[src/rtl/led_chain_node.sv]
// One-wire pulse-width LED chain node: captures the first NUM_CHANNELS*BITS_PER_CH bits, forwards the rest.
// Optional frame/error statistics counters enabled by defining LED_FRAME_STATS_EN.
module led_chain_node #(
  parameter int unsigned NUM_CHANNELS    = 1,
  parameter int unsigned BITS_PER_CH     = 24,
  parameter int unsigned DEBOUNCE_CYCLES = 5,
  parameter int unsigned CWIDTH          = 10,
  parameter int unsigned T_THRESH        = 60,
  parameter int unsigned T_LATCH         = 1000
) (
  input  logic                                i_clk,
  input  logic                                i_rst_n,
  input  logic                                i_serial,
  output logic                                o_serial,
  output logic [NUM_CHANNELS*BITS_PER_CH-1:0] o_led_data,
  output logic                                o_frame_valid,
  output logic                                o_frame_err,
  output logic [15:0]                         o_frame_count,
  output logic [7:0]                          o_err_count
);

  localparam int unsigned NBITS = NUM_CHANNELS * BITS_PER_CH;
  localparam int unsigned BCW   = $clog2(NBITS + 1);
  localparam int unsigned DCW   = $clog2(DEBOUNCE_CYCLES + 1);
  localparam logic [CWIDTH-1:0] CMAX = '1;

  typedef enum logic [1:0] {IDLE, CAPTURE, FORWARD} state_t;

  state_t            state, state_nxt;
  logic              sync1, sync2, s_in, s_in_d;
  logic [DCW-1:0]    deb_cnt;
  logic [CWIDTH-1:0] high_cnt, low_cnt;
  logic [BCW-1:0]    bit_cnt;
  logic [NBITS-1:0]  cap;
  logic              rise, fall, bit_val, latch_hit, full;
  logic              shift_en, latch_en, serial_nxt, valid_nxt, err_nxt;

  // Synchronizer and debounce: s_in follows sync2 only after a sustained disagreement.
  always_ff @(posedge i_clk or negedge i_rst_n) begin
    if (!i_rst_n) begin
      sync1   <= 1'b0;
      sync2   <= 1'b0;
      s_in    <= 1'b0;
      s_in_d  <= 1'b0;
      deb_cnt <= '0;
    end else begin
      sync1  <= i_serial;
      sync2  <= sync1;
      s_in_d <= s_in;
      if (sync2 == s_in) begin
        deb_cnt <= '0;
      end else if (deb_cnt == DCW'(DEBOUNCE_CYCLES - 1)) begin
        s_in    <= sync2;
        deb_cnt <= '0;
      end else begin
        deb_cnt <= deb_cnt + DCW'(1);
      end
    end
  end

  assign rise      = s_in & ~s_in_d;
  assign fall      = ~s_in & s_in_d;
  assign bit_val   = (high_cnt >= CWIDTH'(T_THRESH));
  assign latch_hit = (low_cnt == CWIDTH'(T_LATCH));
  assign full      = (bit_cnt == BCW'(NBITS));

  // High counter holds the width of the current/last high phase; low counter the current gap.
  always_ff @(posedge i_clk or negedge i_rst_n) begin
    if (!i_rst_n) begin
      high_cnt <= '0;
      low_cnt  <= '0;
    end else begin
      if (rise) high_cnt <= CWIDTH'(1);
      else if (s_in && high_cnt != CMAX) high_cnt <= high_cnt + CWIDTH'(1);
      if (s_in) low_cnt <= '0;
      else if (low_cnt != CMAX) low_cnt <= low_cnt + CWIDTH'(1);
    end
  end

  always_ff @(posedge i_clk or negedge i_rst_n) begin
    if (!i_rst_n) state <= IDLE;
    else          state <= state_nxt;
  end

  always_comb begin
    state_nxt = state;
    unique case (state)
      IDLE:    if (rise) state_nxt = CAPTURE;
      CAPTURE: begin
        if (latch_hit) state_nxt = IDLE;
        else if (fall && bit_cnt == BCW'(NBITS - 1)) state_nxt = FORWARD;
      end
      FORWARD: if (latch_hit) state_nxt = IDLE;
      default: state_nxt = IDLE;
    endcase
  end

  always_comb begin
    shift_en   = 1'b0;
    latch_en   = 1'b0;
    serial_nxt = 1'b0;
    valid_nxt  = 1'b0;
    err_nxt    = 1'b0;
    unique case (state)
      CAPTURE: begin
        shift_en = fall;
        latch_en = latch_hit;
      end
      FORWARD: begin
        serial_nxt = s_in;
        latch_en   = latch_hit;
      end
      default: ;
    endcase
    valid_nxt = latch_en && full;
    err_nxt   = latch_en && !full && (bit_cnt != '0);
  end

  // Capture register publishes to o_led_data only on a complete frame.
  always_ff @(posedge i_clk or negedge i_rst_n) begin
    if (!i_rst_n) begin
      o_serial      <= 1'b0;
      o_frame_valid <= 1'b0;
      o_frame_err   <= 1'b0;
      o_led_data    <= '0;
      bit_cnt       <= '0;
      cap           <= '0;
    end else begin
      o_serial      <= serial_nxt;
      o_frame_valid <= valid_nxt;
      o_frame_err   <= err_nxt;
      if (valid_nxt) o_led_data <= cap;
      if (latch_en) begin
        bit_cnt <= '0;
        cap     <= '0;
      end else if (shift_en) begin
        cap     <= {cap[NBITS-2:0], bit_val};
        bit_cnt <= bit_cnt + BCW'(1);
      end
    end
  end

`ifdef LED_FRAME_STATS_EN
  always_ff @(posedge i_clk or negedge i_rst_n) begin
    if (!i_rst_n) begin
      o_frame_count <= '0;
      o_err_count   <= '0;
    end else begin
      if (o_frame_valid) o_frame_count <= o_frame_count + 16'd1;
      if (o_frame_err && o_err_count != 8'hFF) o_err_count <= o_err_count + 8'd1;
    end
  end
`else
  assign o_frame_count = '0;
  assign o_err_count   = '0;
`endif

endmodule

[config.mk]
export PLATFORM = sky130hd
export DESIGN_NAME = led_chain_node
export DESIGN_NICKNAME = d
export VERILOG_FILES = /design/src/rtl/led_chain_node.sv
export SDC_FILE = /design/constraint.sdc
export NUM_CORES = 1
export LEC_CHECK = 0
export CAP_MARGIN = 30
export CELL_PAD_IN_SITES_DETAIL_PLACEMENT = 0
export CELL_PAD_IN_SITES_GLOBAL_PLACEMENT = 1
export CORE_MARGIN = 4
export CORE_UTILIZATION = 43
export CTS_CLUSTER_DIAMETER = 60
export CTS_CLUSTER_SIZE = 28
export DETAILED_ROUTE_END_ITERATION = 10
export PLACE_DENSITY = 0.84
export SLEW_MARGIN = 25
export SYNTH_ARGS = -nofsm -noshare
export SYNTH_HDL_FRONTEND = slang
export SYNTH_SLANG_ARGS = --single-unit
[constraint.sdc]
create_clock -name i_clk -period 2.3 [get_ports i_clk]
set_clock_uncertainty 0.1 [all_clocks]
set_input_delay 0.46 -clock i_clk [delete_from_list [all_inputs] [get_ports i_clk]]
set_output_delay 0.46 -clock i_clk [all_outputs]
set_load 0.02 [all_outputs]
==> results of run 1 <==
==> cells by family (layout without fill, tap and decap cells) <==
group / Yosys count / in the layout / synth area share (%)
adders and majority gates: 11 / 11 / 3.48
AOI/OAI and AO/OA: 61 / 61 / 9.67
xor gates and xnor gates: 9 / 9 / 1.99
DFF: 85 / 85 / 53.7
buffers and inverters: 56 / 72 / 8.09
and+or+nand+nor: 130 / 130 / 15.1
muxes: 28 / 28 / 7.87
other: 1 / 24 / 0.0947
==> cell usage after synthesis (3+ instances only) <==
cell / count
a21oi_1: 26
a31oi_1: 7
and2_1: 3
and3_1: 3
buf_4: 25
clkbuf_1: 11
dfrtp_1: 85
ha_1: 11
inv_1: 17
mux2_1: 19
mux2_2: 6
mux2i_1: 3
nand2_1: 67
nand3_1: 8
nand4_1: 6
nor2_1: 22
nor3_1: 8
o211ai_1: 3
o21ai_0: 6
o311ai_0: 3
o31ai_1: 3
xnor2_1: 5
xor2_1: 4
==> critical path: stages (launching register included) <==
cell and delay (ps):
dfrtp_1 410, inv_1 100, ha_1 160, nand4bb_1 170, nor4_4 270, and4_4 270
buf_12 180, mux2_1 340
==> timing repair <==
item,4_1_cts,5_1_grt
buffers inserted,0,0
hold endpoints to repair,38,0
hold buffers,1,0
endpoints found under the setup margin,0,1
resized for setup,0,1
==> metrics by stage <==
stage / total power [mW] / std cells / instance area [sq um]
after floorplan: 2.38 / 404 / 4050
after global placement: 2.54 / 511 / 4310
after detailed placement: 2.57 / 511 / 4310
after CTS: 3.57 / 528 / 4510
after global routing: 3.75 / 528 / 4510
final: 3.51 / 528 / 4510
==> cells in the final DEF, fill, tap and decap left out, types with 7 or more instances in the layout <==
cell             instances
nand2_1                 67
ha_1                    11
nor2_1                  22
inv_1                   17
nor3_1                   8
a21oi_1                 26
conb_1                  24
nand3_1                  8
a31oi_1                  7
clkbuf_8                10
dfrtp_1                 85
clkdlybuf4s50_1         28
mux2_1                  19
buf_4                    8
==> state kept, by name, indices dropped and copies added (netlist names) <==
register	cells
cap	24
deb_cnt	3
s_in	1
high_cnt	10
state	2
s_in_d	1
o_serial	1
sync2	1
o_led_data	24
low_cnt	10
bit_cnt	5
o_frame_valid	1
sync1	1
o_frame_err	1
==> area by class of cell <==
type	count	share of cell area [%]
clock inverter	6	1.03
multi-input combinational	263	35.7
timing repair buffer	39	8.66
sequential	85	47.2
tap	108	3.00
inverter	17	1.42
clock buffer	10	3.05
==> final timing paths <==
kind / start / to
worst min-delay path: sync1 / sync2
min in group asynchronous: i_rst_n / cap[18]
worst min register to register: sync1 / sync2
worst max register to register: low_cnt[0] / o_led_data[21]
worst max-delay path: low_cnt[0] / o_led_data[21]
max in group asynchronous: i_rst_n / bit_cnt[2]
==> layer usage <==
layer,up-vias,share of wire [%],track usage [%]
li1,1326,-,-
met1,1300,49,18.5
met2,50,46,21.5
met3,10,3.7,3.54
met4,0,1.5,4.84
met5,-,0,0
==> power by group <==
part | internal, mW | switching, mW
clock network | 0.429 | 0.549
registers | 1.64 | 0.173
logic | 0.264 | 0.450
total | 2.34 | 1.17
==> qor.yml, run 1 <==
post-route-util_pct: 51.0
cp_max_fo: 25
seq_area_sq_um: 2130
vdd_drop_max_uv: 314
whs_ps: 267
first_global_vias: 2527
overflow: 0
hp-class: "reg -> reg"
yosysTopAreaCell: "dfrtp_1"
cts_tree: "yes"
die_area_sq_um: 10800
num_rows: 34
postRouteAntennaNets: 0
r2r_slack_ps: 160
holdPathStages: 0
tns_ps: 0
ios: 54
cts.path.max_buffers: 2
leakagePower_nw: 2.08
rr_worst_depth: 7
antenna_found_initial: 0
cts_max_level: 3
ys_warn_count: 0
startpoint_type: "flop"
routed_wirelength_microns: 7030
syn_to_final_growth_pct: 13.9
worst_slew_pin_slew_ps: 614
min_period_ps: 2140
cts.sinks: 85
rsz0062_at_grt: "no"
ys_seq_elements: 85
worst-setup-path-type: "reg -> reg"
synthTopCellsByArea: "dfrtp_1, nand2_1, mux2_1, buf_4, ha_1"
synth_area_per_cell_sq_um: 10.4
fill_cells: 794
routabilityCongestion: 0.753
io_buffers: 29
clk_latency_ps: 350
die_h_microns: 104
finalCritPeriodShare_pct: 93.1
fp.dieW_microns: 104
async_flop_share_pct: 100
ys_seq_area_share_pct: 53.7
multi_input_area_sq_um: 1610
cp.required_ps: 2430
status: "complete, no violations"
syn_inst: 381
pre_cts_slack_ps: 145
drive_gt1_share_pct: 8.10
finalNetCount: 429
vias: 2686
cts-buffers-inserted: 9
avgRoutedWirePerCell_microns: 13.3
slew_violations: 0
drc: 0
fmax_mhz: 467
vias_per_cell: 5.09
power-per-cell-area_nw_per_um2: 778
hold_viol: 0
maxCapViolations: 0
grt_pass1_wl_microns: 12200
cp.arrival_ps: 2270
num_antenna_cells: 0
dr.pass1.iters: 4
relSlewSlack_pct: 58.7
setup_slack_ps: 158
synth_flop_cell: "dfrtp_1"
drt_iter0_markers: 90
yosysUniqueCellTypes: 48
dp_hpwl_microns: 4820
core_area_sq_um: 8850
synth_edf_count: 0
syn_area_sq_um: 3960
ctsRootBufferMaster: "clkbuf_8"
initial_utilization_pct: 44.7
grt_max_degree: 41
clkTransAtPathRegs_ps: 90
setup_viol: 0
netlist.area_leader.share_pct: 53.7
grt_use_total_pct: 13.7
critPathCaptureType: "flop"
Note: power is estimated with default switching activity, not from simulation.
==> run 2: changes to the inputs <==
Settings changed: CORE_UTILIZATION 43 to 46, PLACE_DENSITY 0.84 to 0.89.
Clock period 2.3 ns to 2.6 ns, I/O delays scaled along.
==> qor.yml, run 2 (synthesized netlist as in run 1, its figures left out) <==
overflow: 0  # unchanged
cts.path.max_buffers: 2  # unchanged
fp.dieW_microns: 101  # was 104 microns
hp-class: "in -> async"  # was reg -> reg
routed_wirelength_microns: 6870  # was 7030 microns
drc: 0  # unchanged
leakagePower_nw: 2.06  # was 2.08 nW
crit_path_end: "o_led_data[1]"  # was o_led_data[21]
die_h_microns: 101  # was 104 microns
cts_tree: "yes"  # unchanged
vias: 2727  # was 2686
grt_use_total_pct: 14.5  # was 13.7%
finalCritPeriodShare_pct: 81.6  # was 93.1%
rr_worst_depth: 7  # unchanged
initial_utilization_pct: 47.7  # was 44.7%
top_regs: "cap: 24 flops, o_led_data: 24 flops"  # unchanged
cp.arrival_ps: 2260  # was 2270 ps
grt_pass1_wl_microns: 11900  # was 12200 microns
dr.pass1.iters: 4  # unchanged
vdd_drop_max_uv: 287  # was 314 uV
cp_max_fo: 25  # unchanged
rsz0062_at_grt: "no"  # unchanged
vias_per_cell: 5.23  # was 5.09
cp.required_ps: 2740  # was 2430 ps
min_period_ps: 2120  # was 2140 ps
cts.sinks: 85  # unchanged
routabilityCongestion: 0.792  # was 0.753
ios: 54  # unchanged
startpoint_type: "flop"  # unchanged
final_cell_mix: "dfrtp_1, nand2_1, clkdlybuf4s50_1"  # unchanged
timing.rr.end: "o_led_data[1]"  # was o_led_data[21]
hold_viol: 0  # unchanged
cts-buffers-inserted: 9  # unchanged
clkTransAtPathRegs_ps: 90  # about the same
fmax_mhz: 471  # was 467 MHz
final_common_cell: "dfrtp_1"  # unchanged
maxCapViolations: 0  # unchanged
r2r_slack_ps: 480  # was 160 ps
antenna_found_initial: 0  # unchanged
relSlewSlack_pct: 60.7  # was 58.7%
avgRoutedWirePerCell_microns: 13.2  # was 13.3 microns
cts_max_level: 3  # unchanged
clk_latency_ps: 350  # about the same
slew_violations: 0  # unchanged
ctsRootBufferMaster: "clkbuf_8"  # unchanged
drt_iter0_markers: 104  # was 90
final_area_sq_um: 4490  # was 4510 sq um
syn_to_final_growth_pct: 13.3  # was 13.9%
worst_slew_pin_slew_ps: 585  # was 614 ps
drive_gt1_share_pct: 6.97  # was 8.10%
finalNetCount: 425  # was 429
power-per-cell-area_nw_per_um2: 708  # was 778 nW/um^2
setup_viol: 0  # unchanged
io_buffers: 29  # unchanged
die_area_sq_um: 10200  # was 10800 sq um
postRouteAntennaNets: 0  # unchanged
placed_area_sq_um: 4290  # was 4310 sq um
dp_hpwl_microns: 4750  # was 4820 microns
status: "complete, no violations"  # unchanged
grt_max_degree: 50  # was 41
r2r_start: "low_cnt[0]"  # unchanged
first_global_vias: 2576  # was 2527
critPathCaptureType: "flop"  # unchanged
core_area_sq_um: 8300  # was 8850 sq um
tns_ps: 0  # unchanged
num_rows: 33  # was 34
worst-setup-path-type: "reg -> reg"  # unchanged
post_cts_resize_count: 0  # unchanged
num_antenna_cells: 0  # unchanged
postCtsSetupBuffers: 0  # unchanged
cts_hold_buf: 0  # was 1
crit_start: "low_cnt[0]"  # unchanged
## run 2: stage by stage
stage | setup WS, ps | utilization (%) | instances | hold WS [ps] | power (mW)
floorplan | 520 | - | 404 | 124 | 2.10
global route | 346 | 54.1 | 521 | 44.8 | 3.38
detailed placement | 479 | 51.7 | 505 | 239 | 2.27
global placement | 519 | 51.7 | 505 | 238 | 2.23
CTS | 458 | 54.1 | 521 | 30.5 | 3.21
finish | 478 | 54.1 | 521 | 15.5 | 3.18
## run 2: power breakdown
| group | switching, mW | internal [mW] | total (mW) |
|---|---|---|---|
| clock network | 0.490 | 0.452 | 0.942 |
| logic | 0.388 | 0.233 | 0.620 |
| registers | 0.163 | 1.45 | 1.62 |
| total | 1.04 | 2.14 | 3.18 |
## run 2: how the worst min path moves through the flow
stage / cells after the start / endpoint / slack [ps]
final: 1 / o_led_data[17] / 20
after global routing: 1 / o_led_data[17] / 40
after detailed placement: 0 / sync2 / 240
after CTS: 1 / o_led_data[17] / 30
after global placement: 0 / sync2 / 240
after floorplan: 0 / bit_cnt[0] / 120
## run 2: worst max-delay path: stages (launching register included)
cell and delay (ps):
dfrtp_1 410, inv_1 100, ha_1 150, nand4bb_1 180, nor4_4 250, and4_1 270
buf_12 190, mux2_2 350
## run 2: cell type report
class | instances | area (sq um)
Multi-Input combinational cell | 263 | 1610
Timing Repair Buffer | 35 | 358
Clock buffer | 10 | 128
Inverter | 17 | 63.8
Tap cell | 105 | 131
Sequential cell | 85 | 2130
Clock inverter | 6 | 72.6
Fill cell | 763 | 3810
## run 2: per-layer routing
metal	track usage, %	up-vias	part of all wire (%)
met5	0	-	0
met4	6.22	0	1.8
met3	2.70	10	4.6
met2	22.5	66	48
met1	19.9	1338	45
li1	-	1313	-
==> run 3: changes to the inputs <==
Settings changed: CORE_UTILIZATION 46 to 43, PLACE_DENSITY 0.89 to 0.84.
Clock period 2.6 ns to 2.1 ns, I/O delays scaled along.
==> qor.yml, run 3 (synthesized netlist as in run 1, its figures left out) <==
worst-setup-path-type: "reg -> reg"  # unchanged
finalCritPeriodShare_pct: 99.7  # was 81.6%
maxCapViolations: 0  # unchanged
fmax_mhz: 478  # was 471 MHz
hp-class: "reg -> reg"  # was in -> async
avgRoutedWirePerCell_microns: 14.6  # was 13.2 microns
cp_max_fo: 6  # was 25
cp.arrival_ps: 2230  # was 2260 ps
grt_use_met3_pct: 2.67  # was 2.70%
antenna_found_initial: 0  # unchanged
globalRouteMet2Util_pct: 24.3  # was 22.5%
path_cells: "inv_2 -> ha_4 -> nand4bb_4 -> nor4_4 -> and4_4 -> clkbuf_16 -> mux2_4"  # was inv_1 -> ha_1 -> nand4bb_1 -> nor4_4 -> and4_1 -> buf_12 -> mux2_2
slowest_delay_ps: 400  # was 410 ps
startpoint_type: "flop"  # unchanged
die_h_microns: 104  # was 101 microns
postRouteAntennaNets: 0  # unchanged
drive_gt1_share_pct: 15.9  # was 6.97%
final_cell_count_no_fill: 541  # was 521
routabilityCongestion: 0.792  # about the same
core_area_sq_um: 8850  # was 8300 sq um
vdd_drop_max_uv: 327  # was 287 uV
rr_worst_depth: 7  # unchanged
fp.dieW_microns: 104  # was 101 microns
io_buffers: 29  # unchanged
final_cell_mix: "dfrtp_1, nand2_1, clkdlybuf4s50_1"  # unchanged
dp_hpwl_microns: 5140  # was 4750 microns
cts.path.max_buffers: 2  # unchanged
clk_latency_ps: 350  # about the same
dr.pass1.iters: 4  # unchanged
final_common_cell: "dfrtp_1"  # unchanged
grt.busiest_layer: "met2"  # unchanged
status: "complete, no violations"  # unchanged
placedCellCount: 520  # was 505
cts.sinks: 85  # unchanged
ios: 54  # unchanged
num_rows: 34  # was 33
cp.required_ps: 2240  # was 2740 ps
cts-buffers-inserted: 9  # unchanged
hp-start: "sync1"
hold_viol: 0  # unchanged
syn_to_final_growth_pct: 20.7  # was 13.3%
drc: 0  # unchanged
whs_ps: 260  # was 15.5 ps
cts_tree: "yes"  # unchanged
clkTransAtPathRegs_ps: 90  # about the same
critPathCaptureType: "flop"  # unchanged
num_antenna_cells: 0  # unchanged
rsz0062_at_grt: "yes"  # was no
crit_slowest_cell: "dfrtp_1"  # unchanged
grt_max_degree: 45  # was 50
cts_max_level: 3  # unchanged
vias: 2778  # was 2727
finalNetCount: 442  # was 425
slew_violations: 0  # unchanged
fill_cells: 796  # was 763
top_regs: "cap: 24 flops, o_led_data: 24 flops"  # unchanged
leakagePower_nw: 2.15  # was 2.06 nW
initial_utilization_pct: 44.7  # was 47.7%
overflow: 0  # unchanged
vias_per_cell: 5.13  # was 5.23
first_global_vias: 2713  # was 2576
timing.rr.end: "o_led_data[0]"  # was o_led_data[1]
setup_viol: 0  # unchanged
ctsRootBufferMaster: "clkbuf_8"  # unchanged
hold_end: "sync2"
drt_iter0_markers: 105  # was 104
die_area_sq_um: 10800  # was 10200 sq um
met1_usage_pct: 18.1  # was 19.9%
grt_use_total_pct: 14.2  # was 14.5%
r2r_slack_ps: 6  # was 480 ps
routed_wirelength_microns: 7920  # was 6870 microns
grt_pass1_wl_microns: 12900  # was 11900 microns
min_period_ps: 2090  # was 2120 ps
r2r_start: "low_cnt[1]"  # was low_cnt[0]
power-per-cell-area_nw_per_um2: 860  # was 708 nW/um^2
holdPathStages: 0
-- run 3: worst max-delay path: cells and delay by family (launching register included) --
family        cells  cell delay [ps]
buf+inv           2              270
flops             1              400
mux               1              300
simple gates      3              770
fa+ha+maj         1              130
-- run 3: layout make-up --
class / count / area, sq um / share of cell area, %
Timing Repair Buffer: 52 / 527 / 11.0
Multi-Input combinational cell: 263 / 1730 / 36.2
Sequential cell: 85 / 2130 / 44.5
Clock buffer: 10 / 128 / 2.67
Inverter: 17 / 63.8 / 1.34
Tap cell: 108 / 135 / 2.83
Clock inverter: 6 / 70.1 / 1.47
-- run 3: worst max-delay path by stage --
stage,startpoint,slack [ps],endpoint,depth (start not counted)
after floorplan,state[1],20,o_led_data[10],8
after global placement,state[1],50,o_led_data[0],7
after detailed placement,state[1],-20,o_led_data[1],7
after CTS,low_cnt[0],-20,o_led_data[3],7
after global routing,low_cnt[1],-120,o_led_data[15],7
final,low_cnt[1],6,o_led_data[0],7
-- run 3: what timing repair did --
action | in CTS | in global routing
pin swaps | 0 | 3
gates resized for setup | 2 | 29
gates cloned | 0 | 3
buffers inserted | 0 | 1
endpoints found under the setup margin | 23 | 24
endpoints found under the hold margin | 27 | 0
hold buffers | 1 | 0
-- run 3: metrics by stage --
| step | setup TNS (ps) | cell area (sq um) | setup WS [ps] | total power [mW] | utilization (%) |
|---|---|---|---|---|---|
| floorplan | 0 | 4050 | 19.7 | 2.60 | - |
| global placement | 0 | 4380 | 50.4 | 2.86 | 49.5 |
| detailed placement | -159 | 4380 | -24.2 | 2.90 | 49.5 |
| CTS | -89.2 | 4590 | -24.2 | 4.07 | 51.9 |
| global route | -2240 | 4780 | -117 | 4.35 | 54.0 |
| finish | 0 | 4780 | 5.81 | 4.11 | 54.0 |
-- run 3: report_power, final --
| part | switching, mW | internal [mW] | total, mW |
|---|---|---|---|
| Sequential | 0.205 | 1.80 | 2.00 |
| Combinational | 0.540 | 0.395 | 0.935 |
| Clock | 0.612 | 0.559 | 1.17 |
| Total | 1.36 | 2.75 | 4.11 |
-- run 3: metal layers --
layer | up-vias | share of wire [%] | wire [microns]
met4 | 0 | 1.3 | 102
met2 | 55 | 49 | 3870
li1 | 1349 | - | -
met3 | 10 | 3.2 | 250
met1 | 1364 | 47 | 3700
met5 | - | 0 | 0
